### src/rtl/synth_pkg.sv
// Shared definitions for the voice oscillator slice: default geometry,
// scan controller states and the frequency word type.
package synth_pkg;

    localparam int DEFAULT_VOICES  = 8;
    localparam int DEFAULT_FREQ_W  = 20;
    localparam int DEFAULT_PHASE_W = 24;
    localparam int SEL_W           = 3;

    typedef enum logic [1:0] {
        IDLE,
        SCAN,
        OUT
    } scan_state_t;

    typedef logic [DEFAULT_FREQ_W-1:0] freq_t;

endpackage

### src/rtl/voice_scan_nco_if.sv
// Bundles the sample strobe, loader write handshake, shared RAM port and
// mix outputs of the voice scanner into one connection.
interface voice_scan_nco_if
    import synth_pkg::*;
#(
    parameter int VOICES = DEFAULT_VOICES,
    parameter int FREQ_W = DEFAULT_FREQ_W
);

    logic              sample_en;
    logic              wr_req;
    logic [SEL_W-1:0]  wr_sel;
    logic [FREQ_W-1:0] wr_data;
    logic              wr_ack;
    logic [SEL_W-1:0]  ram_sel;
    logic              ram_load;
    logic [FREQ_W-1:0] ram_in;
    logic [FREQ_W-1:0] ram_out;
    logic [VOICES-1:0] square;
    logic [3:0]        mix;
    logic              sample_valid;
    logic              busy;
    logic              overrun;

    // The environment side: strobe source, note loader and frequency RAM.
    modport master (
        output sample_en, wr_req, wr_sel, wr_data, ram_out,
        input  wr_ack, ram_sel, ram_load, ram_in,
               square, mix, sample_valid, busy, overrun
    );

    modport slave (
        input  sample_en, wr_req, wr_sel, wr_data, ram_out,
        output wr_ack, ram_sel, ram_load, ram_in,
               square, mix, sample_valid, busy, overrun
    );

endinterface

### src/rtl/voice_scan_nco_phase_bank.sv
// Per-voice phase accumulators with one read-modify-write port and a
// parallel view of every accumulator's MSB.
module phase_bank #(
    parameter int VOICES  = 8,
    parameter int FREQ_W  = 20,
    parameter int PHASE_W = 24,
    parameter int IDX_W   = 3
) (
    input  logic              clk,
    input  logic              rst_n,
    input  logic [IDX_W-1:0]  idx,
    input  logic [FREQ_W-1:0] inc,
    input  logic              en,
    output logic [VOICES-1:0] msb
);

    logic [PHASE_W-1:0] phase [VOICES];

    // NOTE: this array is reset on purpose -- phases must restart from zero
    // after rst_n, which keeps it out of RAM macros and in flops.
    always_ff @(posedge clk or negedge rst_n) begin
        if (!rst_n) begin
            for (int i = 0; i < VOICES; i++) begin
                phase[i] <= '0;
            end
        end else if (en) begin
            phase[idx] <= phase[idx] + PHASE_W'(inc);
        end
    end

    always_comb begin
        for (int i = 0; i < VOICES; i++) begin
            msb[i] = phase[i][PHASE_W-1];
        end
    end

endmodule

### src/rtl/voice_scan_nco.sv
// Sample-strobed voice scanner: walks the frequency RAM once per sample,
// advances each voice's phase and publishes a square-wave mix.
module voice_scan_nco
    import synth_pkg::*;
#(
    parameter int VOICES  = DEFAULT_VOICES,
    parameter int FREQ_W  = DEFAULT_FREQ_W,
    parameter int PHASE_W = DEFAULT_PHASE_W
) (
    input  logic            clk,
    input  logic            rst_n,
    voice_scan_nco_if.slave bus
);

    scan_state_t       state;
    logic [SEL_W-1:0]  idx;
    logic              pending;
    logic [VOICES-1:0] active;
    logic [VOICES-1:0] msb;
    logic [VOICES-1:0] square_next;
    logic [3:0]        mix_next;
    logic [VOICES-1:0] square_q;
    logic [3:0]        mix_q;
    logic              valid_q;
    logic              overrun_q;
    logic              grant;

    // Loader writes only get the RAM port while the scanner is parked.
    assign grant        = rst_n && (state == IDLE) && bus.wr_req;
    assign bus.wr_ack   = grant;
    assign bus.ram_load = grant;
    assign bus.ram_sel  = grant ? bus.wr_sel : ((state == SCAN) ? idx : '0);
    assign bus.ram_in   = bus.wr_data;
    assign bus.busy     = (state != IDLE);

    assign bus.square       = square_q;
    assign bus.mix          = mix_q;
    assign bus.sample_valid = valid_q;
    assign bus.overrun      = overrun_q;

    phase_bank #(
        .VOICES (VOICES),
        .FREQ_W (FREQ_W),
        .PHASE_W(PHASE_W),
        .IDX_W  (SEL_W)
    ) u_bank (
        .clk  (clk),
        .rst_n(rst_n),
        .idx  (idx),
        .inc  (bus.ram_out),
        .en   (state == SCAN),
        .msb  (msb)
    );

    // NOTE: every variable gets a value before the loop so no latch is inferred.
    always_comb begin
        square_next = msb & active;
        mix_next    = '0;
        for (int i = 0; i < VOICES; i++) begin
            mix_next = mix_next + 4'(square_next[i]);
        end
    end

    // NOTE: non-blocking assignments throughout so every register samples
    // pre-edge values regardless of statement order.
    always_ff @(posedge clk or negedge rst_n) begin
        if (!rst_n) begin
            state     <= IDLE;
            idx       <= '0;
            pending   <= 1'b0;
            active    <= '0;
            square_q  <= '0;
            mix_q     <= '0;
            valid_q   <= 1'b0;
            overrun_q <= 1'b0;
        end else begin
            valid_q   <= 1'b0;
            overrun_q <= 1'b0;
            case (state)
                IDLE: begin
                    if (bus.wr_req) begin
                        if (bus.sample_en) pending <= 1'b1;
                    end else if (bus.sample_en || pending) begin
                        pending <= 1'b0;
                        idx     <= '0;
                        state   <= SCAN;
                    end
                end
                SCAN: begin
                    active[idx] <= (bus.ram_out != '0);
                    idx         <= idx + 1'b1;
                    if (idx == SEL_W'(VOICES - 1)) state <= OUT;
                end
                OUT: begin
                    square_q <= square_next;
                    mix_q    <= mix_next;
                    valid_q  <= 1'b1;
                    state    <= IDLE;
                end
                default: state <= IDLE;
            endcase
            // One strobe may queue behind a running scan; a second is dropped.
            if (state != IDLE && bus.sample_en) begin
                if (!pending) pending   <= 1'b1;
                else          overrun_q <= 1'b1;
            end
        end
    end

endmodule
### src/flat_wrapper.sv
// flat-port wrapper written by rule: the top's interface ports become plain ports
module voice_scan_nco_flat import synth_pkg::*;
#(
    parameter int VOICES  = DEFAULT_VOICES,
    parameter int FREQ_W  = DEFAULT_FREQ_W,
    parameter int PHASE_W = DEFAULT_PHASE_W
)
  (clk, rst_n, bus_sample_en, bus_wr_req, bus_wr_sel, bus_wr_data, bus_ram_out, bus_wr_ack, bus_ram_sel, bus_ram_load, bus_ram_in, bus_square, bus_mix, bus_sample_valid, bus_busy, bus_overrun);
  voice_scan_nco_if #(.VOICES(VOICES), .FREQ_W(FREQ_W)) bus_i ();
  input  logic clk;
  input  logic rst_n;
  input wire logic [$bits(bus_i.sample_en)-1:0] bus_sample_en;
  input wire logic [$bits(bus_i.wr_req)-1:0] bus_wr_req;
  input wire logic [$bits(bus_i.wr_sel)-1:0] bus_wr_sel;
  input wire logic [$bits(bus_i.wr_data)-1:0] bus_wr_data;
  input wire logic [$bits(bus_i.ram_out)-1:0] bus_ram_out;
  output wire logic [$bits(bus_i.wr_ack)-1:0] bus_wr_ack;
  output wire logic [$bits(bus_i.ram_sel)-1:0] bus_ram_sel;
  output wire logic [$bits(bus_i.ram_load)-1:0] bus_ram_load;
  output wire logic [$bits(bus_i.ram_in)-1:0] bus_ram_in;
  output wire logic [$bits(bus_i.square)-1:0] bus_square;
  output wire logic [$bits(bus_i.mix)-1:0] bus_mix;
  output wire logic [$bits(bus_i.sample_valid)-1:0] bus_sample_valid;
  output wire logic [$bits(bus_i.busy)-1:0] bus_busy;
  output wire logic [$bits(bus_i.overrun)-1:0] bus_overrun;
  assign bus_i.sample_en = bus_sample_en;
  assign bus_i.wr_req = bus_wr_req;
  assign bus_i.wr_sel = bus_wr_sel;
  assign bus_i.wr_data = bus_wr_data;
  assign bus_i.ram_out = bus_ram_out;
  assign bus_wr_ack = bus_i.wr_ack;
  assign bus_ram_sel = bus_i.ram_sel;
  assign bus_ram_load = bus_i.ram_load;
  assign bus_ram_in = bus_i.ram_in;
  assign bus_square = bus_i.square;
  assign bus_mix = bus_i.mix;
  assign bus_sample_valid = bus_i.sample_valid;
  assign bus_busy = bus_i.busy;
  assign bus_overrun = bus_i.overrun;
  voice_scan_nco #(.VOICES(VOICES), .FREQ_W(FREQ_W), .PHASE_W(PHASE_W)) u_core (.clk(clk), .rst_n(rst_n), .bus(bus_i));
endmodule
### config.mk
export PLATFORM = sky130hd
export DESIGN_NAME = voice_scan_nco_flat
export DESIGN_NICKNAME = d
export VERILOG_FILES = /design/src/rtl/synth_pkg.sv /design/src/rtl/voice_scan_nco_if.sv /design/src/rtl/voice_scan_nco_phase_bank.sv /design/src/rtl/voice_scan_nco.sv /design/src/flat_wrapper.sv
export SDC_FILE = /design/constraint.sdc
export NUM_CORES = 1
export LEC_CHECK = 0
export ABC_AREA = 1
export CAP_MARGIN = 5
export CORE_MARGIN = 5
export CORE_UTILIZATION = 45
export DETAILED_ROUTE_END_ITERATION = 10
export GPL_ROUTABILITY_DRIVEN = 0
export PLACE_DENSITY = 0.72
export SYNTH_ARGS = -nofsm -noshare
export SYNTH_HDL_FRONTEND = slang
export SYNTH_SLANG_ARGS = --single-unit
### constraint.sdc
create_clock -name clk -period 3.6 [get_ports clk]
set_clock_uncertainty 0.05 [all_clocks]
set_input_delay 0.54 -clock clk [delete_from_list [all_inputs] [get_ports clk]]
set_output_delay 0.54 -clock clk [all_outputs]
set_load 0.02 [all_outputs]
==> results of run 1 <==
-- worst reg2reg max path: cells and delay by family, from the launching register on --
kind / cells / cell delay (ns)
buffers and inverters: 3 / 0.50
AND/OR/NAND/NOR: 12 / 1.40
flip-flops: 1 / 0.58
AO/OA/AOI/OAI: 2 / 0.30
adder cells (fa/ha/maj): 1 / 0.44
-- cells by family after synthesis --
group	Yosys count	synth area share, %
buffers and inverters	186	7.17
AOI/OAI and AO/OA	300	14.2
and+or+nand+nor	688	25.1
DFF	220	48.7
adders and majority gates	30	3.65
xor gates and xnor gates	15	1.16
-- stage by stage --
step           instances  worst slack, ns  hold slack, ns
2_1_floorplan       1439            0.386           0.194
3_3_place_gp        1764            0.300           0.400
3_5_place_dp        1764            0.197           0.397
4_1_cts             1810            0.205           0.419
5_1_grt             1811           0.0351           0.438
6_report            1811            0.225           0.414
-- final cells by class --
class / instances / area share [%]
clock buffer: 34 / 5.56
clock inverter: 11 / 0.860
inverter: 101 / 2.93
multi-input combinational: 1033 / 38.7
sequential: 220 / 42.5
tap: 330 / 3.19
timing repair buffer: 82 / 6.18
-- Yosys cell counts, types with 7 or more instances --
cell type	instances
nor2_2	7
nand4_1	8
dfrtp_1	220
buf_2	21
nor2_1	145
clkbuf_1	38
nand3_1	82
o21ai_0	231
inv_2	9
inv_1	92
nand2_1	416
ha_1	25
a21oi_1	32
xnor2_1	10
o2111ai_1	17
buf_4	21
-- worst max path at each step --
stage / depth (start not counted) / end / slack [ns] / from
floorplan: 17 / u_core.u_bank.phase[40]$_DFFE_PN0P_ / 0.39 / u_core.idx[0]$_DFFE_PN0P_
global placement: 17 / u_core.u_bank.phase[90]$_DFFE_PN0P_ / 0.30 / u_core.idx[0]$_DFFE_PN0P_
detailed placement: 11 / u_core.u_bank.phase[14]$_DFFE_PN0P_ / 0.20 / u_core.idx[0]$_DFFE_PN0P_
CTS: 11 / u_core.u_bank.phase[14]$_DFFE_PN0P_ / 0.21 / u_core.idx[0]$_DFFE_PN0P_
global route: 18 / u_core.u_bank.msb[6]$_DFFE_PN0P_ / 0.04 / u_core.idx[0]$_DFFE_PN0P_
finish: 18 / u_core.u_bank.msb[1]$_DFFE_PN0P_ / 0.23 / u_core.idx[0]$_DFFE_PN0P_
-- routing by layer --
metal	track usage [%]	up-vias
met5	0	-
met4	5.33	0
met3	4.65	55
met2	35.5	431
met1	30.2	4665
li1	-	4720
-- sequential cells by signal (all words and copies together), names as in the netlist --
register                 flops
u_core.idx                   3
u_core.u_bank.phase        184
u_core.pending               1
u_core.bus.square            8
u_core.bus.overrun           1
u_core.u_bank.msb            8
u_core.active                8
u_core.state                 2
u_core.bus.mix               4
u_core.bus.sample_valid      1
-- repair_timing --
| action | in CTS | in global routing |
|---|---|---|
| hold buffers | 1 | 0 |
| endpoints found under the hold margin | 37 | 0 |
| setup buffers | 0 | 1 |
| endpoints found under the setup margin | 0 | 31 |
| gates resized for setup | 0 | 5 |
==> results.md, run 1 <==
- The run finished with clean final reports.
- After synthesis, the share of flip-flops with an asynchronous set or reset is 100%.
- Fill cells in the final layout number 2349.
- The tree is rooted in a clkbuf_16.
- The final design instance area without fill is between 10000 and 15000 µm².
- For this run, the slowest stage of the critical path takes 0.58 ns.
- The wire length on met2 is 14.2 mm.
- The number of buffer and inverter instances along the worst setup path is 3.
- The clock passes through at most 3 buffers.
- The number of cell instances on the worst register-to-register path is 18.
- The footprint of the multi-input gates is 5020 µm².
- The total overflow left after global routing is 0.
- Summing all placed instances gives a cell area of between 10000 and 15000 µm².
- The origin of the critical flop-to-flop path is u_core.idx[0]$_DFFE_PN0P_.
- The fraction of the core area covered by cells at the end of the flow is about half.
- The number of pins exceeding their max-slew limit in the final report was 0.
- The achievable clock frequency is 296 MHz.
- The signal on the critical path passes through inv_2 > buf_12 > nor2_1 > nor2_1 > o21ai_0 > o2111ai_1 > ha_1 > nand2_1 > nor2_1 > inv_1 > nor2_1 > nand2_1 > nand2_1 > nand3_1 > nand2_1 > nand2_2 > nand3_1 > nand2_1.
- During placement, the flow inserted port buffers numbering between 40 and 50.
- The number of nets in the synthesized netlist is 1516.
- After clock tree synthesis, the clock-pin slew on the worst setup and hold paths is 0.06 ns.
- The count of cells along the worst hold path is 2.
- The synthesized netlist occupies a cell area of around 11000 µm².
- The library cell used most frequently in the layout, excluding fill and tap cells, is nand2_1.
- For this run, the post-layout net count is 1540.
- The type of the setup path with the least slack is reg2reg.
- After legalization and detailed placement, the total HPWL measured 20.4 mm.
- The worst setup path is launched from a flip-flop.
- The critical path's top delay family is simple AND/OR/NAND/NOR gates.
- The global-route wire length before repair is 50.8 mm.
- Of the post-synthesis cell area, the dominant cell type holds 48.7%.
- The via count of the first global-routing pass is 9550.
- The number of nets still failing antenna checks after routing is 0.
- The average vias per placed instance is 5.45.
- TritonCTS built the clock tree.
- 87 I/O pins were placed.
- The critical path's slowest cell is dfrtp_4.
- The setup TNS is 0 ns.
- Detailed routing placed a total of about 2.9 mm of wire on met3.
- The initial antenna violation count is 0.
- Of all nets on the critical path, the largest fanout is 40.
- The signed area change from the synthesized netlist to the final layout is 14.5%.
- The area of the die is 28400 µm².
- The startpoint of the worst hold path is u_core.u_bank.phase[2]$_DFFE_PN0P_.
- In the final layout, flip-flops and latches occupy 5510 µm².
- The transition time at the pin with the least slew margin is 1.04 ns.
- The pre-antenna-repair detailed-routing pass consisted of 5 iterations.
- Entering global routing, the biggest net connects 71 pins.
- TritonCTS created 25 clock buffers.
- The endpoint arrival time on the critical path is about 3.7 ns.
- Ranked by total cell area, the synthesized netlist is headed by dfrtp_1, nand2_1, o21ai_0, nor2_1, nand3_1.
- Each instance of the synthesized netlist takes up on average 7.86 µm².
- The final critical-path required period is 3.37 ns.
- The count of final setup violators is 0.
- The area of the core region is 25000 µm².
- The number of warnings issued by yosys is 0.
- The top cell types in the final layout, fill and taps aside, are nand2_1, o21ai_0, dfrtp_1, nor2_1, inv_1.
- The endpoint of the worst register-to-register path is u_core.u_bank.msb[1]$_DFFE_PN0P_.
- Of the synthesized area, sequential elements account for 48.7%.
- The clock insertion delay at the later pin of the skew report is 0.52 ns.
- The detailed router put a total of 13.3 mm of wire on met1.
- Cells with a size suffix above 1 make up about 7.6% of the layout.
- The worst setup path is captured at a flip-flop.
- The cell accounting for the most synthesized area is dfrtp_1.
- The initial detailed-routing violation count is between 800 and 900.
- The per-cell routed wire length is about 17 µm.
- In this run the register-to-register setup slack is approximately 0.23 ns.
- Counting every sink on the clock net gives 220.
- The cell repeated most along the worst path is nand2_1.
- The worst-case hold path end point is u_core.u_bank.phase[2]$_DFFE_PN0P_.
- The number of enable-type register cells in the synthesized netlist is 0.
- The die is about 170 µm wide.
- For this block, the routed nets add up to approximately 31 mm of wire.
- The number of antenna cells inserted is 0.
- The class of the most critical hold timing path is reg2reg.
- Global routing used around 22% of the available tracks across all layers.
- The synthesized design contains 220 register bits.
- The most frequently used flop master after synthesis is dfrtp_1.
- The die is 169 µm tall.
- Setup repair after global routing left no endpoint under its margin.
- The initialized floorplan defines 58 standard-cell rows.
- The number of hold violations in the final report is 0.
- The count of maximum capacitance violations is 0.
- For this block, the via count after detailed routing is 9871.
- For the worst setup path, the data required time is 3.95 ns.
- The initial standard-cell utilization of the core is a little under half.
- After detailed routing, the number of remaining DRC violations is 0.
- In this run the top signal layer used is met4.
- The worst pin sits at a relative slew slack of 30.4%.
- The cell count after synthesis came out at 1439.
- The worst path uses a little over nine tenths of the clock period.
- After synthesis, the netlist uses 39 different library cells.
- In this run the number of H-tree levels came out at 1.
Power of run 1 is not shown: default switching activity piles up to over one toggle a cycle in this logic, so the estimate is an artifact.
==> run 2, diff against run 1 <==
--- a/config.mk
+++ b/config.mk
@@ -11,7 +11,9 @@
 export CORE_UTILIZATION = 45
 export DETAILED_ROUTE_END_ITERATION = 10
 export GPL_ROUTABILITY_DRIVEN = 0
+export GPL_TIMING_DRIVEN = 0
 export PLACE_DENSITY = 0.72
+export RECOVER_POWER = 50
 export SYNTH_ARGS = -nofsm -noshare
 export SYNTH_HDL_FRONTEND = slang
 export SYNTH_SLANG_ARGS = --single-unit
==> constraint.sdc (replaced) <==
create_clock -name clk -period 3.6 [get_ports clk]
set_clock_uncertainty 0.05 [all_clocks]
set_input_delay 1.08 -clock clk [delete_from_list [all_inputs] [get_ports clk]]
set_output_delay 1.08 -clock clk [all_outputs]
set_load 0.02 [all_outputs]
==> results.md, run 2 (synthesized netlist as in run 1, its figures left out) <==
- Setup violations remaining at the end of the flow were counted as 0.
- The count of filler cells inserted in the layout is 2247.
- CTS built an H-tree with a depth of 1.
- The portion of the clock cycle consumed by the worst path in the final layout is 97.7%.
- The number of pins exceeding their max-slew limit in the final report is ~150.
- The per-cell routed wire length is 19.8 µm.
- The leading cell type in the layout, fill and taps excluded is nand2_1.
- The busiest layer in global routing is met2.
- The register name with the most flops is u_core.u_bank.phase.
- In this run the clock root is driven by a clkbuf_16.
- The deepest clock path buffer count is 3.
- The share of layout cells above drive strength 1 is between 10 and 15%.
- Setup repair after global routing could not meet its margin everywhere.
- The repair_antennas step left the layout with diodes totalling 0.
- For the pin with the worst max-slew slack, the measured transition is 2.71 ns.
- The required arrival time at the worst endpoint is 2.47 ns.
- The number of sinks driven by the clock tree is 220.
- The number of detailed-routing iterations run before antenna repair is 8.
- After routing, the total negative slack on setup checks comes to 0 ns.
- The initial standard-cell utilization of the core is 45.3%.
- Global routing consumed, on the met1 layer, 35.0% of the routing resources.
- The maximum number of pins on one net before global-route repair is 62.
- Global routing consumed, on the met2 layer, 40.1% of the routing resources.
- After clock tree synthesis, the clock-pin slew on the worst setup and hold paths is 0.06 ns.
- Along the worst path, the maximum fanout reaches 5.
- The number of cell instances on the worst register-to-register path is 15.
- The half-perimeter wire length after detailed placement is between 20 and 25 mm.
- The achievable clock frequency is around 280 MHz.
- The global-route usage over all layers is 25.8%.
- Across the whole layout, storage elements account for between 5000 and 6000 µm².
- The die outline height is 169 µm.
- Summing all multi-input logic gate instances after layout gives 5230 µm².
- The number of hold violations in the final report is 0.
- The number of nets in the final layout is 1626.
- The register with the most flip-flops in the layout has between 150 and 200 of them.
- The signed area change from the synthesized netlist to the final layout is 21.0%.
- The critical path's slowest cell is clkdlybuf4s50_1.
- After detailed routing, the number of remaining DRC violations is 0.
- The average vias per placed instance is between 5 and 6.
- The capturing element type of the critical path is an output pin.
- The horizontal die dimension is 169 µm.
- The area of the core region is 25000 µm².
- The via total after detailed routing is 10.8k.
- The library cells used most frequently in the layout, excluding fill and tap cells, are nand2_1, o21ai_0, dfrtp_1, nor2_1, inv_1.
- The row count is 58.
- The critical path is of the in2out type.
- In this design, the stage delay of the slowest critical-path cell is 0.62 ns.
- The signal on the critical path passes through clkdlybuf4s50_1 > nand3_1 > inv_1 > clkdlybuf4s50_1.
- The cell repeated most along the worst path is clkdlybuf4s50_1.
- In this run the tightest slew margin relative to its limit is -80.3%.
- Across the run, the number of max-cap violations was 4.
- The detailed router finished its first iteration with 1326 violations.
- The initial antenna violation count came to 0.
- The class of the most critical hold timing path is in2async.
- The final critical-path required period is 3.52 ns.
- The checks that failed: max-capacitance violations, max-slew violations.
- STA classifies the critical path startpoint as a primary input.
- The run finished, with violations left.
- The area of the die is 28400 µm².
- The number of buffers inserted by hold repair at cts is 0.
- For this run, global-route usage on met3 was measured as under 10%.
- The endpoint arrival time on the critical path is 2.39 ns.
- The I/O pin count is 87.
- The number of nets still failing antenna checks after routing is 0.
- The clock insertion delay at the later pin of the skew report is approximately 0.52 ns.
- For this run the aggregate overflow at the end of global routing stands at 0.
- The global-route wire length before repair is about 58 mm.
- The total wire length after detailed routing is approximately 37 mm.
- The number of buffers inserted by port buffering is 66.
- The via count of the first global-routing pass came to 10.4k.
- The number of buffers inserted during clock tree synthesis is 23.
- TritonCTS built the clock tree.
[run 2: changes by cell type in the layout (fill, tap and decap cells not counted), sizes merged]
cell / previous run / this run
buf: 36 / 65
clkbuf: 34 / 71
clkinv: 8 / 3
clkdlybuf4s50: 45 / 60
dlygate4sd2: 0 / 4
bufinv: 2 / 3
[run 2: layout make-up]
cell class,instances,area share (%)
multi-input combinational,1033,38.3
clock inverter,7,0.823
inverter,101,2.79
sequential,220,40.3
tap,330,3.02
buffer,84,3.81
clock buffer,31,4.87
timing repair buffer,86,6.16
[run 2: path summary, 6_finish.rpt]
kind | startpoint | to | slack (ns)
setup reg to reg | u_core.idx[2]$_DFFE_PN0P_ | u_core.u_bank.phase[157]$_DFFE_PN0P_ | 0.09
min in group clk | u_core.u_bank.phase[189]$_DFFE_PN0P_ | u_core.u_bank.phase[189]$_DFFE_PN0P_ | 0.42
max in group asynchronous | rst_n | u_core.u_bank.phase[101]$_DFFE_PN0P_ | 0.59
setup / recovery | bus_wr_req | bus_ram_load | 0.08
hold reg to reg | u_core.u_bank.phase[189]$_DFFE_PN0P_ | u_core.u_bank.phase[189]$_DFFE_PN0P_ | 0.42
hold / removal | rst_n | u_core.u_bank.phase[26]$_DFFE_PN0P_ | 0.35
[run 2: metrics by stage]
stage | cells | instance area (µm²) | hold WS, ns | utilization [%] | setup WS, ns
4_1_cts | 1880 | 13500 | 0.341 | 54.2 | 0.00628
2_1_floorplan | 1439 | 11300 | 0.387 | - | 0.386
3_5_place_dp | 1836 | 12400 | 0.408 | 49.7 | -0.922
6_report | 1892 | 13700 | 0.353 | 54.8 | 0.0838
5_1_grt | 1892 | 13700 | 0.347 | 54.8 | -0.0560
3_3_place_gp | 1835 | 12400 | 0.399 | 49.6 | -7.87
[run 2: repair_timing]
item                       in CTS  in global routing
setup buffers                   3                 12
resized for setup              56                 48
gates cloned                    4                  0
pin swaps                       5                  9
setup endpoints to repair     181                152
[run 2: worst max-delay path: cells and delay by family]
family | cells | cell delay [ns]
and+or+nand+nor | 1 | 0.07
buffers and inverters | 3 | 1.23
[run 2: routing by layer]
layer  up-vias  share of wire, %  wire, µm
li1       4893                 -         -
met1      5138                40     14900
met2       637                43     16200
met3       134                12      4430
met4         0               4.9      1820
met5         -                 0         0
Power of run 2 is left out for the same reason.
